==> config.mk <==
export PLATFORM = sky130hd
export DESIGN_NAME = shadow_stack_monitor
export DESIGN_NICKNAME = d
export VERILOG_FILES = /design/src/rtl/shadow_stack_monitor.sv
export SDC_FILE = /design/constraint.sdc
export NUM_CORES = 1
export LEC_CHECK = 0
export CAP_MARGIN = 10
export CORE_ASPECT_RATIO = 1.5
export CORE_MARGIN = 1.5
export CORE_UTILIZATION = 61
export DETAILED_ROUTE_END_ITERATION = 7
export GPL_ROUTABILITY_DRIVEN = 1
export PLACE_DENSITY = 0.82
export SYNTH_ARGS = -nofsm -noshare
export SYNTH_HDL_FRONTEND = slang
export SYNTH_SLANG_ARGS = --single-unit
==> constraint.sdc <==
create_clock -name clk_i -period 6.38 [get_ports clk_i]
set_clock_uncertainty 0.15 [all_clocks]
set_input_delay 1.276 -clock clk_i [delete_from_list [all_inputs] [get_ports clk_i]]
set_output_delay 1.276 -clock clk_i [all_outputs]
set_load 0.01 [all_outputs]
==> src/rtl/shadow_stack_monitor.sv <==
// shadow_stack_monitor
//   Return-address shadow stack for the branch unit's resolved call/return
//   stream. A resolved call pushes its link address. A resolved return pops
//   the top entry and compares it with the actual return target. A mismatch
//   latches an alarm and raises a crash request, which the branch unit uses to
//   force the next JAL/JALR target to zero.
//
//   Optional macro SHSTK_RA_MASK_EN: the incoming addresses use the branch
//   unit's masked encoding. They are decoded before they are stored or
//   compared, so dbg_data_o shows decoded values.
//
// Ports
//   clk_i, rst_i     clock, synchronous active-high reset
//   resolve_valid_i  a resolved control-flow instruction is presented
//   is_call_i        the instruction is a call (rd==x1)
//   is_ret_i         the instruction is a return (rd==x0, rs1==x1)
//   link_addr_i      link address that is pushed on a call
//   ret_target_i     resolved target of a return
//   clear_i          clears the stack pointer, occupancy and all flags; storage is kept
//   en_crash_i       allows crash_o to follow alarm_o
//   dbg_index_i      debug read slot
//   dbg_data_o       raw storage slot dbg_index_i (combinational read)
//   depth_o          current occupancy, 0..DEPTH
//   violation_o      one-cycle pulse, one cycle after a mismatching event
//   alarm_o          sticky mismatch flag
//   overflow_o       sticky flag: a push happened while the stack was full
//   underflow_cnt_o  returns seen while the stack was empty, saturates at 255
//   crash_o          alarm_o & en_crash_i
//
// state | meaning
// ------+--------------------------------------------------------------
// MON   | events accepted, stack tracks calls and returns
// ALARM | a mismatch was seen; stack frozen until clear_i or rst_i

module shadow_stack_monitor #(
  parameter int DEPTH = 16,
  parameter int AW    = 32,
  parameter int PTR_W = $clog2(DEPTH)
) (
  input  logic             clk_i,
  input  logic             rst_i,
  input  logic             resolve_valid_i,
  input  logic             is_call_i,
  input  logic             is_ret_i,
  input  logic [AW-1:0]    link_addr_i,
  input  logic [AW-1:0]    ret_target_i,
  input  logic             clear_i,
  input  logic             en_crash_i,
  input  logic [PTR_W-1:0] dbg_index_i,
  output logic [AW-1:0]    dbg_data_o,
  output logic [PTR_W:0]   depth_o,
  output logic             violation_o,
  output logic             alarm_o,
  output logic             overflow_o,
  output logic [7:0]       underflow_cnt_o,
  output logic             crash_o
);

  localparam logic ST_MON   = 1'b0;
  localparam logic ST_ALARM = 1'b1;

  logic [AW-1:0]    mem [DEPTH];
  logic [PTR_W-1:0] sp;
  logic [PTR_W:0]   depth;
  logic             state;
  logic             violation;
  logic             alarm;
  logic             overflow;
  logic [7:0]       uf_cnt;

  logic [AW-1:0]    link;
  logic [AW-1:0]    target;

`ifdef SHSTK_RA_MASK_EN
  assign link   = {{(AW-31){1'b0}}, link_addr_i[30:0]  ^ 31'h73fa06c2};
  assign target = {{(AW-31){1'b0}}, ret_target_i[30:0] ^ 31'h73fa06c2};
`else
  assign link   = link_addr_i;
  assign target = ret_target_i;
`endif

  logic [PTR_W-1:0] sp_inc;
  logic [PTR_W-1:0] sp_dec;
  logic [AW-1:0]    top;
  logic             empty;
  logic             full;
  logic             accept;
  logic             do_push;
  logic             do_swap;
  logic             do_pop;
  logic             do_uf;
  logic             mismatch;
  logic             mem_we;
  logic [PTR_W-1:0] mem_wa;

  assign sp_inc = sp + PTR_W'(1);
  assign sp_dec = sp - PTR_W'(1);
  assign top    = mem[sp_dec];
  assign empty  = (depth == '0);
  assign full   = (depth == (PTR_W+1)'(DEPTH));

  // Reset and clear take priority over any event in the same cycle.
  assign accept = resolve_valid_i && (state == ST_MON) && !clear_i && !rst_i;

  // A swap (call and return together) on an empty stack becomes a plain push.
  assign do_push = accept && is_call_i && (!is_ret_i || empty);
  assign do_swap = accept && is_call_i && is_ret_i && !empty;
  assign do_pop  = accept && is_ret_i && !is_call_i && !empty;
  assign do_uf   = accept && is_ret_i && !is_call_i && empty;

  assign mismatch = (do_swap || do_pop) && (top != target);

  assign mem_we = do_push || do_swap;
  assign mem_wa = do_swap ? sp_dec : sp;

  // Storage has no reset: after a reset or clear, stale entries stay readable
  // through the debug port.
  always_ff @(posedge clk_i) begin
    if (mem_we) begin
      mem[mem_wa] <= link;
    end
  end

  always_ff @(posedge clk_i) begin
    if (rst_i || clear_i) begin
      sp        <= '0;
      depth     <= '0;
      state     <= ST_MON;
      violation <= 1'b0;
      alarm     <= 1'b0;
      overflow  <= 1'b0;
      uf_cnt    <= '0;
    end else begin
      violation <= mismatch;
      if (mismatch) begin
        state <= ST_ALARM;
        alarm <= 1'b1;
      end
      if (do_push) begin
        sp <= sp_inc;
        // A push onto a full stack overwrites the oldest entry.
        if (full) begin
          overflow <= 1'b1;
        end else begin
          depth <= depth + (PTR_W+1)'(1);
        end
      end
      if (do_pop) begin
        sp    <= sp_dec;
        depth <= depth - (PTR_W+1)'(1);
      end
      if (do_uf && (uf_cnt != 8'hff)) begin
        uf_cnt <= uf_cnt + 8'd1;
      end
    end
  end

  assign dbg_data_o      = mem[dbg_index_i];
  assign depth_o         = depth;
  assign violation_o     = violation;
  assign alarm_o         = alarm;
  assign overflow_o      = overflow;
  assign underflow_cnt_o = uf_cnt;
  assign crash_o         = alarm & en_crash_i;

endmodule

==> run metrics <==
Vias=approximately 15000; footprint of the multi-input gates=0.00907 mm2; final setup fails=0; most frequent CP cell=mux4_2; fin util=71.1%; CTS max path bufs=3; dpl cells=1878; Worst Path Buf+Inv=3; Die W=approximately 170 um; simple-gate portion of the synthesized area=3.45%; register area=0.0158 mm2; Async SR Flop Fraction=0%; LEAKAGE=a little over 0.009 uW; number of flops mapped to enable cells by yosys=512; die area=0.0425 mm2; die height=about 250 um; initial antenna violation count=4; main combinational cell family by area after synthesis=multiplexers; WP data required=4.95 ns; mux contribution to synthesized area=around 28%; f_max=about 200 MHz; # Post-CTS Setup Buffers=0; Post-CTS Hold Fix Bufs=0; Area Overhead vs Synth=14.3%; first-pass GRT wire length=97.5 mm; critical path arrival=3.70 ns; drt wl/cell=between 30 and 40 um; CTS buffer count=49; fillers=between 2000 and 2500; RSZ-0062 raised after global routing=false; worst slew pin tran=1.27 ns; Power Total=7180 uW; ys flop type=edfxtp_1; worst-path cell chain=clkbuf_8, buf_4, mux4_2, mux4_2, clkdlybuf4s50_1; Seq cells post-synth=532; Max-Cap Viols=0; Setup TNS Final=0 ns; GR Overflow Total=0; CTS Sinks=532; Clock transition at path regs=0.07 ns; drt first pass iters=5; Crit. End Element=primary output; Post-Syn Nets=~1400; GPL Wtd Cong=0.817; hpwl dp=38.9 mm; row cnt=90; First DRT Iteration DRCs=1877; Post-Synth XOR/XNOR Area=around 1.9%; cts repair resizes=0; YS warnings=0; final worst path period share=80.3%; via density per instance=between 7 and 8; max incr delay on CP=0.57 ns; IO buf count=123; Clk Latency, worst-skew pair=approximately 0.59 ns; Final Non-Filler Cells=1970; Final min period=between 5 and 6 ns; Netlist Area Pre-Place=between 0.02 and 0.03 mm2; Mapped Cells=1295; Initial Util=62.2%; Total GRT Usage=32.0%; Post-Synth Adder-Cell Area=0.249%; Crit Path Class=input port to primary output; CTS tree=done; Crit-path slowest cell=mux4_2; nets=1504; Peak VDD IR=0.223 mV; Largest delay share family, worst path=buffers and inverters; Cell variety after synth=52; H-Tree Depth=2; WL final=between 60 and 70 mm; HP Class=flip-flop to flip-flop; Post-Syn Area per Cell=about 19 um2; Core Area=~0.04 mm2; vias in the first global route=15100; final hold vios=0; max-slew violations=0; crit start category=input port; DRC viols=0; Synth Area in Compound Gates=1.67%; share of post-route cells with drive strength above 1=between 20 and 30%; largest net degree at the start of global routing=79; crit path max fanout=31; antenna-violating nets left=0; status=completed; # IOs=124; register area share after synthesis=a little over three fifths; pwr dens=250 mW/mm2; root buffer cell=clkbuf_16; slew margin rel.=between 10 and 15%
## worst min-delay path: cells and delay by family (launching register included)
kind	cells	cell delay, ns
compound gates	1	0.04
flops	1	0.33
simple gates	1	0.07
## metal layers
layer  vias up  global-route usage, %  share of wire, %  routed length (um)
li1       5746                      -                 -                   -
met1      7509                   40.9                34               22500
met2      1086                   53.5                51               33700
met3       223                   5.74               9.5                6260
met4         2                   16.0               5.2                3450
met5         -                      0             0.017                  11
## final timing paths
kind                                      from             end  slack, ns  cells past startpoint
worst max register to register           sp[0]         alarm_o       1.40                     11
worst min register to register      overflow_o      overflow_o       0.33                      2
worst min-delay path                overflow_o      overflow_o       0.33                      2
worst max-delay path            dbg_index_i[0]  dbg_data_o[23]       1.26                      5
## cell usage in the layout (no fill, tap or decap), drive strengths merged, types with 5 or more instances in the layout
cell type	Yosys	final
clkinv	0	23
and2	8	8
inv	5	9
nand2	45	45
dfxtp	20	20
buf	58	49
clkbuf	33	56
clkdlybuf4s50	0	119
nand3	24	24
xnor2	29	29
nor3	13	13
o21ai	17	17
mux2	10	10
nor4	7	7
a21oi	11	11
and3	7	7
nand4	11	11
nor2	51	51
a31oi	8	8
edfxtp	512	512
mux4	274	274
ha	5	5
mux2i	79	79
xor2	26	26
## flip-flops by register name, indices dropped and copies added, names as in the netlist
register         count
alarm_o              1
depth_o              5
mem                512
overflow_o           1
sp                   4
underflow_cnt_o      8
violation_o          1
## cells in the mapped netlist, types with 2 or more instances
cell / instances / area (um2)
edfxtp_1: 512 / 15400
mux4_2: 274 / 6170
mux2i_1: 79 / 791
nor2_1: 51 / 191
nand2_1: 45 / 169
clkbuf_1: 33 / 124
buf_2: 30 / 150
xnor2_1: 29 / 254
xor2_1: 26 / 228
nand3_1: 24 / 120
dfxtp_1: 20 / 400
buf_1: 18 / 67.6
o21ai_0: 17 / 85.1
nor3_1: 13 / 65.1
a21oi_1: 11 / 55.1
nand4_1: 11 / 68.8
mux2_2: 10 / 113
a31oi_1: 8 / 50.1
and2_1: 7 / 43.8
and3_1: 7 / 43.8
buf_4: 6 / 45.0
nor4_1: 6 / 37.5
ha_1: 5 / 62.6
inv_1: 5 / 18.8
a211oi_1: 4 / 30.0
o211ai_1: 4 / 30.0
a2111oi_0: 3 / 26.3
buf_6: 3 / 33.8
nand2b_1: 3 / 18.8
nor2b_1: 3 / 18.8
or3_1: 3 / 18.8
a32oi_1: 2 / 17.5
a41oi_1: 2 / 17.5
o21bai_1: 2 / 15.0
or2_2: 2 / 12.5
## power by group
group | internal, uW | switching [uW] | leakage [uW]
sequential | 3830 | 4.46 | 0.00476
combinational | 231 | 234 | 0.00363
clock | 1580 | 1300 | 0.000761
## final cells by class
| cell class | instances | share of cell area [%] |
|---|---|---|
| Antenna cell | 2 | 0.0174 |
| Clock inverter | 34 | 1.06 |
| Sequential cell | 532 | 54.9 |
| Inverter | 5 | 0.0653 |
| Tap cell | 506 | 2.20 |
| Timing Repair Buffer | 169 | 5.84 |
| Multi-Input combinational cell | 667 | 31.6 |
| Clock buffer | 55 | 4.35 |
## cells by family after synthesis
kind of cell,count (synthesis)
AO/OA/AOI/OAI,62
XOR/XNOR,55
adder cells (fa/ha/maj),5
buffers and inverters,96
flip-flops,532
multiplexers,363
AND/OR/NAND/NOR,182
## through the flow
| stage | hold slack (ns) | setup WS, ns | cell area, um2 |
|---|---|---|---|
| 2_1_floorplan | 0.355 | 1.76 | 25100 |
| 3_3_place_gp | 0.298 | 1.29 | 27200 |
| 3_5_place_dp | 0.316 | 1.26 | 27200 |
| 4_1_cts | 0.331 | 1.24 | 28700 |
| 5_1_grt | 0.372 | 1.14 | 28700 |
| 6_report | 0.326 | 1.26 | 28700 |
(Power assumes the default switching activity.)
